===== config.mk =====
export PLATFORM = sky130hd
export DESIGN_NAME = ni_initiator_packetizer
export DESIGN_NICKNAME = d
export VERILOG_FILES = /design/src/rtl/noc_parameters.sv /design/src/rtl/ni_header_builder.sv /design/src/rtl/ni_initiator_packetizer.sv
export SDC_FILE = /design/constraint.sdc
export NUM_CORES = 1
export LEC_CHECK = 0
export CAP_MARGIN = 20
export CORE_ASPECT_RATIO = 0.7
export CORE_UTILIZATION = 40
export DETAILED_ROUTE_END_ITERATION = 8
export PLACE_DENSITY = 0.85
export SYNTH_ARGS = -nofsm -noshare
export SYNTH_HDL_FRONTEND = slang
export SYNTH_SLANG_ARGS = --single-unit
export TNS_END_PERCENT = 1

===== constraint.sdc =====
create_clock -name clock -period 1.8 [get_ports clock]
set_clock_uncertainty 0.05 [all_clocks]
set_input_delay 0.45 -clock clock [delete_from_list [all_inputs] [get_ports clock]]
set_output_delay 0.45 -clock clock [all_outputs]
set_load 0.02 [all_outputs]

===== src/rtl/noc_parameters.sv =====
// Shared definitions for the NI initiator packetizer: header field layout,
// command encodings, FSM states and the burst-length normalisation helper.
package noc_parameters;

  // Header flit 0 field offsets (LSB positions) and fixed-width fields
  localparam int HDR_PATH_LSB  = 0;
  localparam int HDR_TGT_LSB   = 7;
  localparam int HDR_SRC_LSB   = 11;
  localparam int HDR_CMD_LSB   = 15;
  localparam int HDR_CMD_W     = 3;
  localparam int HDR_BURST_LSB = 18;
  localparam int HDR_BURST_W   = 8;

  // Request command encodings; any other code is forwarded untouched
  localparam logic [2:0] CMD_WRITE = 3'd1;
  localparam logic [2:0] CMD_READ  = 3'd2;

  // Packetizer FSM states
  typedef enum logic [2:0] {
    IDLE,
    LOOKUP,
    HDR0,
    HDR1,
    DATA,
    DRAIN,
    ERR
  } state_t;

  // A burst length of zero means a single beat
  function automatic logic [7:0] normBurst(input logic [7:0] burst);
    return (burst == 8'd0) ? 8'd1 : burst;
  endfunction

endpackage


===== src/rtl/ni_header_builder.sv =====
// Packs the registered request fields into the two header flits.
module ni_header_builder
  import noc_parameters::*;
#(
  parameter int FLIT_WIDTH = 32,
  parameter int PATH_WIDTH = 7,
  parameter int TGT_WIDTH  = 4
) (
  input  logic [PATH_WIDTH-1:0] i_path,
  input  logic [TGT_WIDTH-1:0]  i_tgt,
  input  logic [TGT_WIDTH-1:0]  i_src,
  input  logic [2:0]            i_cmd,
  input  logic [7:0]            i_burst,
  input  logic [31:0]           i_addr,
  output logic [FLIT_WIDTH-1:0] o_hdr0,
  output logic [FLIT_WIDTH-1:0] o_hdr1
);

  // Route, target, source, command and burst packed LSB first, upper bits zero
  always_comb begin
    o_hdr0 = '0;
    o_hdr0[HDR_PATH_LSB  +: PATH_WIDTH]  = i_path;
    o_hdr0[HDR_TGT_LSB   +: TGT_WIDTH]   = i_tgt;
    o_hdr0[HDR_SRC_LSB   +: TGT_WIDTH]   = i_src;
    o_hdr0[HDR_CMD_LSB   +: HDR_CMD_W]   = i_cmd;
    o_hdr0[HDR_BURST_LSB +: HDR_BURST_W] = i_burst;
  end

  assign o_hdr1 = FLIT_WIDTH'(i_addr);

endmodule


===== src/rtl/ni_initiator_packetizer.sv =====
// Turns one OCP-style request into a two-flit header plus write-data flits,
// or drains the request and raises an error response when the address fails
// to decode. One transaction in flight at a time.
module ni_initiator_packetizer
  import noc_parameters::*;
#(
  parameter int          FLIT_WIDTH = 32,
  parameter int          PATH_WIDTH = 7,
  parameter int          TGT_WIDTH  = 4,
  parameter int unsigned SRC_ID     = 0
) (
  input  logic                  clock,
  input  logic                  reset,
  input  logic                  req_valid,
  output logic                  req_ready,
  input  logic [31:0]           req_addr,
  input  logic [2:0]            req_cmd,
  input  logic [7:0]            req_burst,
  input  logic [FLIT_WIDTH-1:0] wdata,
  input  logic                  wdata_valid,
  output logic                  wdata_ready,
  output logic [31:0]           lut_address,
  input  logic [PATH_WIDTH-1:0] lut_path,
  input  logic [TGT_WIDTH-1:0]  transaction_target,
  input  logic                  failed_decoding,
  output logic [FLIT_WIDTH-1:0] flit_out,
  output logic                  flit_valid,
  input  logic                  flit_ready,
  output logic                  flit_last,
  output logic                  err_valid,
  input  logic                  err_ready,
  output logic [2:0]            err_cmd
);

  state_t                r_state;
  state_t                w_nextState;
  logic [31:0]           r_addr;
  logic [2:0]            r_cmd;
  logic [7:0]            r_burst;
  logic [TGT_WIDTH-1:0]  r_src;
  logic [PATH_WIDTH-1:0] r_path;
  logic [TGT_WIDTH-1:0]  r_tgt;
  logic [7:0]            r_count;
  logic                  w_isWrite;
  logic                  w_beat;
  logic                  w_lastBeat;
  logic [FLIT_WIDTH-1:0] w_hdr0;
  logic [FLIT_WIDTH-1:0] w_hdr1;

  assign w_isWrite   = (r_cmd == CMD_WRITE);
  assign w_beat      = ((r_state == DATA) && wdata_valid && flit_ready) ||
                       ((r_state == DRAIN) && wdata_valid);
  assign w_lastBeat  = w_beat && (r_count == 8'd1);
  assign lut_address = r_addr;

  ni_header_builder #(
    .FLIT_WIDTH (FLIT_WIDTH),
    .PATH_WIDTH (PATH_WIDTH),
    .TGT_WIDTH  (TGT_WIDTH)
  ) u_headerBuilder (
    .i_path  (r_path),
    .i_tgt   (r_tgt),
    .i_src   (r_src),
    .i_cmd   (r_cmd),
    .i_burst (r_burst),
    .i_addr  (r_addr),
    .o_hdr0  (w_hdr0),
    .o_hdr1  (w_hdr1)
  );

  // State register; reset abandons any partial packet
  always_ff @(posedge clock) begin
    if (reset) r_state <= IDLE;
    else       r_state <= w_nextState;
  end

  // Next-state selection from handshakes and the lookup result
  always_comb begin
    w_nextState = r_state;
    unique case (r_state)
      IDLE:    if (req_valid) w_nextState = LOOKUP;
      LOOKUP:  if (failed_decoding) w_nextState = w_isWrite ? DRAIN : ERR;
               else                 w_nextState = HDR0;
      HDR0:    if (flit_ready) w_nextState = HDR1;
      HDR1:    if (flit_ready) w_nextState = w_isWrite ? DATA : IDLE;
      DATA:    if (w_lastBeat) w_nextState = IDLE;
      DRAIN:   if (w_lastBeat) w_nextState = ERR;
      ERR:     if (err_ready) w_nextState = IDLE;
      default: w_nextState = IDLE;
    endcase
  end

  // Output decode; header flits depend only on state so they hold under stall
  always_comb begin
    req_ready   = 1'b0;
    flit_out    = '0;
    flit_valid  = 1'b0;
    flit_last   = 1'b0;
    wdata_ready = 1'b0;
    err_valid   = 1'b0;
    err_cmd     = 3'd0;
    unique case (r_state)
      IDLE:  req_ready = 1'b1;
      HDR0: begin
        flit_out   = w_hdr0;
        flit_valid = 1'b1;
      end
      HDR1: begin
        flit_out   = w_hdr1;
        flit_valid = 1'b1;
        flit_last  = !w_isWrite;
      end
      DATA: begin
        flit_out    = wdata;
        flit_valid  = wdata_valid;
        wdata_ready = flit_ready;
        flit_last   = (r_count == 8'd1);
      end
      DRAIN: wdata_ready = 1'b1;
      ERR: begin
        err_valid = 1'b1;
        err_cmd   = r_cmd;
      end
      default: ;
    endcase
  end

  // Request capture, lookup sampling and the beat counter
  always_ff @(posedge clock) begin
    if (reset) begin
      r_addr  <= '0;
      r_cmd   <= '0;
      r_burst <= '0;
      r_src   <= '0;
      r_path  <= '0;
      r_tgt   <= '0;
      r_count <= '0;
    end else begin
      if ((r_state == IDLE) && req_valid) begin
        r_addr  <= req_addr;
        r_cmd   <= req_cmd;
        r_burst <= normBurst(req_burst);
        r_src   <= TGT_WIDTH'(SRC_ID);
      end
      if (r_state == LOOKUP) begin
        r_path  <= lut_path;
        r_tgt   <= transaction_target;
        r_count <= r_burst;
      end else if (w_beat && (r_count != 8'd1)) begin
        r_count <= r_count - 8'd1;
      end
    end
  end

endmodule


==> flow_summary.json <==
{
  "worstPathRequired_ns": 1.30,
  "initial_core_util_pct": 41.44,
  "cts_max_level": 3,
  "violations_in_the_final_reports": "negative setup slack",
  "synth-seq-area-share_pct": 39.89,
  "synth.largest_area_cell": "sky130_fd_sc_hd__dfxtp_1",
  "fin_ws_ns": -0.2893,
  "post-route-util_pct": 73.80,
  "leakagePower_nw": 2.493,
  "initialDrtViolationCount": 228,
  "place.port_buffers": 164,
  "fillers": 559,
  "timing.fmax_mhz": 478.6,
  "cp_max_fo": 8,
  "synth_seq_cells": 65,
  "drt-vias-per-instance": 5.512,
  "top_cell_type_s_share_of_synthesized_area_pct": 39.89,
  "count_of_standard_cell_rows": 27,
  "synthesis.area_mm2": 0.003262,
  "synth_enable_flop_cells": 0,
  "maxSlewHeadroom_pct": 61.20,
  "cts_buffers": 9,
  "grt_setup_unrepaired": "yes",
  "cts_buffer_depth": 2,
  "fp.dieW_um": 109.9,
  "critical_path_arrival_ns": 1.59,
  "grt_busiest_layer": "met2",
  "min-delay-path-class": "reg2reg",
  "dieArea_mm2": 0.008526,
  "route.detailed.wl_per_inst_um": 17.95,
  "global_route.usage.total_pct": 31.19,
  "cts.sink_count": 65,
  "mappedNetlistNets": 523,
  "n_antenna_cell": 0,
  "antenna_violations_before_repair": 0,
  "detailed_route_via_count": 4024,
  "grt_remaining_overflow": 0,
  "hold_vio_cnt_final": 0,
  "grt_use_met2_pct": 51.81,
  "met3_usage_pct": 8.151,
  "syn_to_final_growth_pct": 78.10,
  "fin_crit_ns": 2.089,
  "crit_path_start_kind": "register",
  "first_pass_grt_wire_length_um": 20310,
  "power.total_mw": 9.046,
  "powerDensity_mw_per_mm2": 1557,
  "dp.cells": 710,
  "setup_viol": 40,
  "drive_above_1_share_pct": 23.69,
  "synthDistinctLibCells": 53,
  "detail_route.drc_violations": 0,
  "drv_slew": 0,
  "synth_top_cells_by_area": "sky130_fd_sc_hd__dfxtp_1 40%, sky130_fd_sc_hd__nand2_1 16%, sky130_fd_sc_hd__a21oi_1 8.9%, sky130_fd_sc_hd__mux2i_1 6.8%, sky130_fd_sc_hd__a22o_1 2.7%",
  "cap_viol_max_count": 0,
  "die_height_um": 77.56,
  "critPathKind": "reg2out",
  "cts_root_buf": "sky130_fd_sc_hd__clkbuf_16",
  "drt_pass1_iterations": 5,
  "totalWireLength_um": 13100,
  "routed_antenna_nets": 0,
  "first_global_vias": 4202,
  "clkTransAtPathRegs_ns": 0.05,
  "final_nets": 721,
  "cts_tree": "built",
  "synthesis.instances": 428,
  "capturing_element_type_of_the_critical_path": "output port",
  "final.period_utilization_pct": 116.1,
  "post_dp_cell_area_mm2": 0.005278,
  "dp.final_hpwl_um": 8751,
  "fp.coreArea_mm2": 0.007871,
  "clock_network_latency_to_the_later_pin_of_the_worst_skew_pair_ns": 0.32,
  "synth_async_sr_flop_share_pct": 0,
  "grt_start_max_net_pins": 47,
  "timing.hold.ws_ns": 0.4086,
  "postLayoutCellArea_mm2": 0.005809,
  "yosysWarnings": 0,
  "status": "finished with violations",
  "tightestPinTransition_ns": 0.5776,
  "globalRouteMet1Util_pct": 37.55,
  "cts_hold_buf": 0,
  "final-instance-count-excl-fill": 730,
  "post_synthesis_average_cell_area_um2": 7.621,
  "num_io_pins": 165,
  "largest_voltage_drop_on_the_vdd_net_mv": 0.7663,
  "gp_congestion": 0.9371,
  "yosys_most_used_dff": "sky130_fd_sc_hd__dfxtp_1"
}
state kept, by name (all words and copies together), names as in the netlist:
register and flops:
r_cmd 3, r_path 7, r_state 3, r_burst 8, r_tgt 4, r_count 8, lut_address 32
cells in the mapped netlist (all sizes together), types with 2 or more instances:
library cell,number
ha,2
a22o,11
and2,6
nor2,13
a21oi,60
or3,2
o41ai,2
o21bai,2
o21ai,25
nand2b,3
nand2,137
buf,15
nand4b,2
clkbuf,15
nand3b,2
and3,2
o22ai,3
dfxtp,65
inv,4
nor3,8
nand3,6
mux2i,22
a31oi,4
o31ai,2
critical path, stage by stage, from the launching register on:
cell and delay, ns:
sky130_fd_sc_hd__dfxtp_2 0.33, sky130_fd_sc_hd__inv_2 0.07, sky130_fd_sc_hd__nand2_4 0.06, sky130_fd_sc_hd__nor2_4 0.22
sky130_fd_sc_hd__buf_12 0.16, sky130_fd_sc_hd__buf_12 0.12, sky130_fd_sc_hd__a22o_1 0.17, sky130_fd_sc_hd__buf_6 0.13
power breakdown:
part	internal [mW]	leakage, nW	total, mW	switching (mW)
Sequential	1.82	0.533	2.14	0.329
Clock	1.17	0.147	1.77	0.600
Combinational	2.31	1.81	5.13	2.82
repair_timing:
action / CTS / global route
gates cloned: 3 / 0
pin swaps: 14 / 9
resized for setup: 254 / 42
endpoints found under the setup margin: 71 / 55
buffers inserted: 2 / 1
metrics by stage:
| step | worst slack [ns] | TNS, ns |
|---|---|---|
| 4_1_cts | -0.2851 | -8.168 |
| 3_3_place_gp | -0.5021 | -15.45 |
| 6_report | -0.2893 | -8.026 |
| 5_1_grt | -0.3428 | -11.46 |
| 2_1_floorplan | -0.01520 | -0.2619 |
| 3_5_place_dp | -0.5121 | -19.17 |
cell families after synthesis:
group	share of synthesized area [%]
and+or+nand+nor	25.70
AOI/OAI and AO/OA	21.98
DFF	39.89
buffers and inverters	4.909
muxes	6.751
adders and majority gates	0.7670
cells in the final DEF, fill, tap and decap left out, drive strengths merged, types with 6 or more instances in the layout:
cell type        n
dlygate4sd2     24
nand2          137
clkdlybuf4s50   90
o21ai           25
nand3            6
nor3             8
nor2            13
dfxtp           65
buf             94
dlymetal6s2s     9
clkbuf          12
a22o            11
mux2i           22
and2             6
a21oi           60
worst paths after layout:
path / startpoint / end / slack (ns) / depth (start not counted)
max: r_state[0] / flit_out[29] / -0.29 / 7
max reg2reg: r_state[0] / r_count[5] / -0.02 / 8
min reg2reg: r_path[4] / r_path[4] / 0.41 / 2
min: r_path[4] / r_path[4] / 0.41 / 2
area by class of cell:
class,instances,area [µm²],share of cell area (%)
clock buffer,12,266.5,4.588
clock inverter,2,37.54,0.6461
tap,101,126.4,2.175
multi-input combinational,329,1917,33.00
timing repair buffer,217,2140,36.83
inverter,4,15.01,0.2585
sequential,65,1308,22.51
layer usage:
| layer | vias to the layer above | wire length (µm) |
|---|---|---|
| met2 | 198 | 6270 |
| met4 | 0 | 309 |
| met1 | 1920 | 5379 |
| met5 | - | 0 |
| li1 | 1876 | - |
| met3 | 30 | 1143 |
Power figures use the tool's default switching activity.
